--- src/rtl/song_scheduler.sv ---
// Song table sequencer: walks music ROM addresses per beat,
// with pause, skip, inter-song gaps and end-of-song play modes.
module song_scheduler #(
    parameter int         NUM_SONGS = 4,
    parameter int         GAP_BEATS = 4,
    parameter logic [9:0] S0_START  = 10'd0,
    parameter logic [9:0] S1_START  = 10'd128,
    parameter logic [9:0] S2_START  = 10'd256,
    parameter logic [9:0] S3_START  = 10'd384,
    parameter logic [9:0] S0_END    = 10'd127,
    parameter logic [9:0] S1_END    = 10'd255,
    parameter logic [9:0] S2_END    = 10'd383,
    parameter logic [9:0] S3_END    = 10'd511
) (
    input  logic       ext_clk_25m,
    input  logic       ext_rst,
    input  logic       beat_tick,
    input  logic       play,
    input  logic       stop,
    input  logic       next,
    input  logic [1:0] song_sel,
    input  logic [1:0] mode,
    output logic [9:0] rom_addr,
    output logic [1:0] cur_song,
    output logic       playing,
    output logic       paused,
    output logic       note_en,
    output logic       song_done
);

    typedef enum logic [1:0] {
        IDLE,
        PLAY,
        PAUSE,
        GAP
    } state_t;

    state_t     state;
    logic [3:0] gap_cnt;
    logic [1:0] sel_c;
    logic [1:0] nxt_song;
    logic       last_song;
    logic       at_end;
    logic       gap_last;

    function automatic logic [9:0] start_of(input logic [1:0] s);
        case (s)
            2'd0:    return S0_START;
            2'd1:    return S1_START;
            2'd2:    return S2_START;
            default: return S3_START;
        endcase
    endfunction

    function automatic logic [9:0] end_of(input logic [1:0] s);
        case (s)
            2'd0:    return S0_END;
            2'd1:    return S1_END;
            2'd2:    return S2_END;
            default: return S3_END;
        endcase
    endfunction

    // Selections beyond the table fall back to the first song
    assign sel_c     = ({1'b0, song_sel} >= 3'(NUM_SONGS)) ? 2'd0 : song_sel;
    assign last_song = (cur_song == 2'(NUM_SONGS - 1));
    assign nxt_song  = last_song ? 2'd0 : cur_song + 2'd1;
    assign at_end    = (rom_addr == end_of(cur_song));
    assign gap_last  = (gap_cnt == 4'(GAP_BEATS - 1));
    assign note_en   = beat_tick & (state == PLAY) & ~ext_rst;

    always_ff @(posedge ext_clk_25m) begin
        if (ext_rst) begin
            state     <= IDLE;
            rom_addr  <= S0_START;
            cur_song  <= 2'd0;
            gap_cnt   <= 4'd0;
            playing   <= 1'b0;
            paused    <= 1'b0;
            song_done <= 1'b0;
        end else begin
            song_done <= 1'b0;
            if (stop) begin
                state    <= IDLE;
                playing  <= 1'b0;
                paused   <= 1'b0;
                gap_cnt  <= 4'd0;
                cur_song <= sel_c;
                rom_addr <= start_of(sel_c);
            end else if (next && state != IDLE) begin
                state    <= PLAY;
                playing  <= 1'b1;
                paused   <= 1'b0;
                gap_cnt  <= 4'd0;
                cur_song <= nxt_song;
                rom_addr <= start_of(nxt_song);
            end else begin
                case (state)
                    IDLE: begin
                        cur_song <= sel_c;
                        rom_addr <= start_of(sel_c);
                        if (play) begin
                            state   <= PLAY;
                            playing <= 1'b1;
                        end
                    end
                    PLAY: begin
                        if (play) begin
                            state   <= PAUSE;
                            playing <= 1'b0;
                            paused  <= 1'b1;
                        end else if (beat_tick) begin
                            if (at_end) begin
                                state     <= GAP;
                                playing   <= 1'b0;
                                song_done <= 1'b1;
                                gap_cnt   <= 4'd0;
                            end else begin
                                rom_addr <= rom_addr + 10'd1;
                            end
                        end
                    end
                    PAUSE: begin
                        if (play) begin
                            state   <= PLAY;
                            playing <= 1'b1;
                            paused  <= 1'b0;
                        end
                    end
                    GAP: begin
                        if (beat_tick) begin
                            if (!gap_last) begin
                                gap_cnt <= gap_cnt + 4'd1;
                            end else begin
                                gap_cnt <= 4'd0;
                                // Mode is only consulted here, at end of gap
                                case (mode)
                                    2'b00: begin
                                        state    <= IDLE;
                                        cur_song <= sel_c;
                                        rom_addr <= start_of(sel_c);
                                    end
                                    2'b01: begin
                                        state    <= PLAY;
                                        playing  <= 1'b1;
                                        rom_addr <= start_of(cur_song);
                                    end
                                    2'b10: begin
                                        if (last_song) begin
                                            state    <= IDLE;
                                            cur_song <= sel_c;
                                            rom_addr <= start_of(sel_c);
                                        end else begin
                                            state    <= PLAY;
                                            playing  <= 1'b1;
                                            cur_song <= nxt_song;
                                            rom_addr <= start_of(nxt_song);
                                        end
                                    end
                                    default: begin
                                        state    <= PLAY;
                                        playing  <= 1'b1;
                                        cur_song <= nxt_song;
                                        rom_addr <= start_of(nxt_song);
                                    end
                                endcase
                            end
                        end
                    end
                    default: state <= IDLE;
                endcase
            end
        end
    end

endmodule

--- config.mk ---
export PLATFORM = sky130hd
export DESIGN_NAME = song_scheduler
export DESIGN_NICKNAME = d
export VERILOG_FILES = /design/src/rtl/song_scheduler.sv
export SDC_FILE = /design/constraint.sdc
export NUM_CORES = 1
export LEC_CHECK = 0
export BUFFER_PORTS_ARGS = -buffer_cell sky130_fd_sc_hd__buf_2
export CAP_MARGIN = 20
export CORE_MARGIN = 2
export CORE_UTILIZATION = 54
export DETAILED_ROUTE_END_ITERATION = 16
export PLACE_DENSITY = 0.77
export SETUP_SLACK_MARGIN = 0.4
export SLEW_MARGIN = 15
export SYNTH_ARGS = -nofsm -noshare
export SYNTH_HDL_FRONTEND = slang
export SYNTH_SLANG_ARGS = --single-unit
--- constraint.sdc ---
create_clock -name ext_clk_25m -period 2.8 [get_ports ext_clk_25m]
set_input_delay 0.14 -clock ext_clk_25m [delete_from_list [all_inputs] [get_ports ext_clk_25m]]
set_output_delay 0.14 -clock ext_clk_25m [all_outputs]
set_load 0.01 [all_outputs]
# Word level (Yosys, flattened, before mapping)
# Index checks and enable logic that the tools add are counted.
[word_totals]
reg_bits = 21
inputBits = 10
output_inout_bits = 16
word_cells = 126
[op_classes]
n_addsub = 3
eq_ne = 37
n_mux = 51
bitwise_logic = 5
n_reduce_logical = 22
[op_table]
columns = ["cell", "n"]
rows = [
  ["case mux 9 bit (3 select lines)", 4],
  ["2-to-1 mux 10 bit", 8],
  ["case mux 10 bit (3 select lines)", 2],
  ["2-to-1 mux 2 bit", 12],
  ["2-to-1 mux 4 bit", 5],
  ["!= test 4 x 3 -> 1 bit (second input constant)", 5],
  ["!= test 4 bit (second input constant)", 4],
  ["!= test 3 bit (second input constant)", 5],
  ["AND reduction 5 bit", 3],
  ["equality test 2 bit (second input constant)", 7],
  ["!= test 2 bit (second input constant)", 7],
  ["2-to-1 mux 1 bit", 12],
  ["case mux 2 bit (3 select lines)", 2],
  ["adder 10 x 1 -> 10 bit (second input constant)", 1],
  ["equality test 10 bit", 1],
  ["equality test 2 x 1 -> 1 bit (second input constant)", 5],
  ["logical NOT 2 bit", 5],
  ["case mux 4 bit (2 select lines)", 1],
  ["AND reduction 7 bit", 1],
  ["case mux 1 bit (2 select lines)", 3],
  ["AND reduction 6 bit", 1],
  ["nonzero test 2 bit", 3],
  ["OR reduction 6 bit", 1],
  ["nonzero test 5 bit", 1],
  ["15 further kinds", 19],
]

# Logic depth before layout (Yosys ltp)
[depth]
word_depth = 11
ltp_mapped = 9
depth_no_buf = 8

# Worst setup path before layout
# No wires, ideal clock.
[synth_timing]
path_kind = "register to register"
from = "register cur_song[0]"
to = "register gap_cnt[3]"
setup_time_ns = 0.070
arrival_time_ns = 2.161
required_ns = 2.730
slack_ns = 0.570
stages_incl_launch_ff = 9
n_path_buf = 0
period_less_slack_ns = 2.230
path_cell_list = "dfxtp_1 -> inv_1 -> ha_1 -> nor4b_1 -> a22o_2 -> nor2_1 -> o32a_1 -> or4_1 -> a21oi_1"
[synth_between]
elab_chain_len = 5
elab_cells_between_ends = 7
cone_classes = "4 x eq/ne; 1 x mux; 2 x reduce/logical"
[synth_lines]
columns = ["item", "line", "source"]
rows = [
  ["from (decl)", "24", "output logic [1:0] cur_song,"],
  ["from (signal assigned)", "88", "cur_song <= sel_c;"],
  ["from (signal assigned)", "95", "cur_song <= nxt_song;"],
  ["from (signal assigned)", "100", "cur_song <= sel_c;"],
  ["equality test 2 bit, or another cell as far along", "56", "case (s)"],
  ["case mux 9 bit (3 select lines) (*)", "56", ""],
  ["equality test 10 bit (*)", "68", "assign at_end = (rom_addr == end_of(cur_song));"],
  ["!= test 2 bit (no source line) (*)", "n/a", ""],
  ["AND reduction 5 bit (no source line) (*)", "n/a", ""],
  ["to (signal assigned)", "133", "gap_cnt <= gap_cnt + 4'd1;"],
  ["to (decl)", "39", "logic [3:0] gap_cnt;"],
]
# Every way passes the cells marked *; elsewhere a longest branch is shown, timed or not.
# A chain may end at the register's enable or synchronous reset.

# Final worst setup path
[layout_timing]
from = "register rom_addr[0]"
to = "register gap_cnt[3]"
[layout_between]
elab_chain_len = 3
[layout_lines]
columns = ["item", "line", "source"]
rows = [
  ["from (decl)", "23", "output logic [9:0] rom_addr,"],
  ["from (signal assigned)", "89", "rom_addr <= start_of(sel_c);"],
  ["from (signal assigned)", "96", "rom_addr <= start_of(nxt_song);"],
  ["from (signal assigned)", "101", "rom_addr <= start_of(sel_c);"],
  ["equality test 10 bit", "68", ""],
  ["!= test 2 bit (no source line)", "n/a", ""],
  ["AND reduction 5 bit (no source line)", "n/a", ""],
]
# No other way between the ends.

==> out/summary.txt <==
Antenna cells -> 0
Die Ht -> 57.4 um
Final wirelength -> 3.77 mm
GR Util All Layers -> 24.0%
Fin. Hold Viols -> 0
FP Rows -> 19
Max Clock Skew -> 0.00235 ns
Post-synth ARST share -> 0%
Dpl cells -> 243
Worst setup path end -> gap_cnt[3]$_SDFFE_PP0P_
Worst path arrival time -> 2.55 ns
Die width -> 57.4 um
Layout cells sized above 1 -> 21.9%
Unique masters post-synth -> 57
Syn Area/Cell -> 7.86 sq um
Maximum clock frequency -> 435 MHz
Worst reg2reg path depth -> 7
Initial antenna violation count -> 0
Die area -> 3300 sq um
Synth warn -> 0
Core ar. -> 2730 sq um
Synthesized net count -> 216
Cell count after synthesis -> 196
Crit Path Max Fanout -> 8
Period utilization -> 82.1%
Number of synthesized register bits -> 21
Top post-synthesis cells by count -> nor2_1, dfxtp_1, nand2_1
Most frequent cell after synthesis -> nor2_1
Reg2Reg Capture Point -> gap_cnt[3]$_SDFFE_PP0P_
Setup_tns -> 0 ns
RSZ-0062 raised after global routing -> no
Number of global-route vias before repair -> 1,460
Final setup viols -> 0
Flop2flop setup slack -> 0.50 ns
CP required -> 3.05 ns
Post-DR vias/cell -> 6.12
Initial DRC count -> 88
Worst setup EP type -> flop
Port buffer count -> 25
Number of synthesized flops with an enable pin -> 0
Outcome -> finished, final reports clean
Htree depth -> 1
Post-route cell area -> 1720 sq um
Rel. slew slack -> 63.0%
Via count -> 1,531
Remaining DRCs -> 0
Mapped Area -> 1540 sq um
P per Cell Area -> 365 nW/um^2
# IOs -> 26
Critical Path Source -> rom_addr[0]$_SDFFE_PP0P_
Crit path cell chain -> ha_1 -> nand2_1 -> nor3_2 -> nand4b_1 -> o32a_1 -> or4_1 -> a21oi_1
Max Cap Viol -> 0
Largest net degree at the start of global routing -> 13
Detailed Place HPWL -> 2.81 mm
CTS tree -> built
Starting Density -> 56.4%
Ranking of synthesized cells by area -> dfxtp_1, ha_1, nor2_1
Worst path max stage delay -> 0.48 ns
Fill cell count -> 235
Routability cong. -> 0.877
RR Startpoint -> rom_addr[0]$_SDFFE_PP0P_
Clock latency on the worst-skew pair -> 0.31 ns
Pins Over Slew Limit -> 0
Cell taking the most area after synthesis -> dfxtp_1
WS Path Type -> reg2reg
Min cycle time layout -> 2.30 ns
Clk slew on worst S/H paths -> 0.12 ns
Nets -> 240
ANT nets after route -> 0
Hold Crit Class -> in2reg
Yosys top cell area share -> 27.3%
Root Driver -> clkbuf_4
Worst Setup Start Kind -> flop
Cell Count, Final, Fillers Out -> 250
Global route total overflow -> 0
Avg WL per Cell -> 15.1 um
Total power -> 0.000628 W
DR pass1 iterations -> 5
Leakage power -> 0.658 nW
Area grow syn2layout -> 11.7%
DP Area -> 1660 sq um
Seq/Total Area, Yosys -> 27.3%
Synth Flop Type -> dfxtp_1
CTS Buf Count -> 3
Slowest CP cell -> or4_1
Max Buffers Root-to-Sink -> 2
Actual slew at the worst max-slew pin -> 0.551 ns
Hold_buf cts -> 0
Sink Count -> 21
First-pass GRT wire length -> 6.33 mm
Max VDD drop -> 0.000282 V
==> state kept, by name, summed over array words and instances (netlist names) <==
name,cells
playing,1
song_done,1
paused,1
rom_addr,10
gap_cnt,4
state,2
cur_song,2
==> worst max-delay path: cells and delay by family, from the launching register on <==
family,cells,cell delay [ns]
DFF,1,0.43
and+or+nand+nor,4,1.11
AOI/OAI and AO/OA,2,0.41
adders and majority gates,1,0.29
==> where the power goes <==
part | total [W] | internal, W | switching, W
Sequential | 0.000320 | 0.000308 | 0.0000125
Clock | 0.000150 | 0.0000557 | 0.0000946
Combinational | 0.000157 | 0.0000660 | 0.0000913
Total | 0.000628 | 0.000429 | 0.000198
==> per-stage QoR <==
stage | hold slack (ns) | util [%] | worst slack [ns]
after detailed placement | 0.454 | 60.7 | 0.398
final | 0.119 | 63.0 | 0.500
after global routing | 0.135 | 63.0 | 0.370
after floorplan | 0.303 | - | 0.570
after CTS | 0.119 | 61.7 | 0.402
after global placement | 0.451 | 60.7 | 0.523
==> placed cells by master, fill, tap and decap left out, types with 3 or more instances in the layout <==
cell and instances:
dfxtp_1 20, nor2_1 25, clkbuf_4 3, nor3_1 7
buf_2 25, or3_1 6, nand2_1 17, a21oi_1 15
a211oi_1 6, or4_1 3, buf_4 5, o21ai_0 8
inv_1 8, nand3_1 8, xor2_1 3, ha_1 8
==> kinds of logic (layout without fill, tap and decap cells) <==
| group | after synthesis | count (layout) | synth area share [%] |
|---|---|---|---|
| AOI/OAI and AO/OA | 58 | 58 | 28.2 |
| and+or+nand+nor | 83 | 83 | 27.5 |
| DFF | 21 | 21 | 27.3 |
| buffers and inverters | 19 | 42 | 5.92 |
| adders and majority gates | 10 | 10 | 8.12 |
| xor gates and xnor gates | 4 | 4 | 2.27 |
| muxes | 1 | 1 | 0.649 |
==> final cells by class <==
cell class              instances  area, sq um  area share, %
multi-input cells             156         1040           60.5
flip-flops and latches         21          422           24.5
well taps                      31         38.8           2.25
clock buffers                   4         26.3           1.53
repair buffers                 30          163           9.45
inverters                       8         30.0           1.74
==> routing by layer <==
layer  global-route usage, %  vias up  routed length [um]
met3                    3.40        5                 174
met4                    9.63        0                  48
li1                        -      771                   -
met1                    30.5      709                1690
met5                       0        -                   0
met2                    40.6       46                1850
==> how the worst min path moves through the flow <==
stage                           start                  endpoint  slack [ns]  cells after the start
final                            play      song_done$_SDFF_PP0_        0.12                      2
after global routing             play      song_done$_SDFF_PP0_        0.13                      2
after CTS                        play      song_done$_SDFF_PP0_        0.12                      2
after detailed placement         play      song_done$_SDFF_PP0_        0.45                      2
after global placement    song_sel[0]  rom_addr[7]$_SDFFE_PP0P_        0.45                      3
after floorplan           song_sel[0]  rom_addr[7]$_SDFFE_PP0P_        0.30                      2
==> repair_timing <==
action | 4_1_cts | 5_1_grt
setup endpoints to repair | 2 | 5
resized for setup | 1 | 4
hold endpoints to repair | 0 | 0
pin swaps | 1 | 2
buffers inserted | 0 | 3
(Power assumes the default switching activity.)
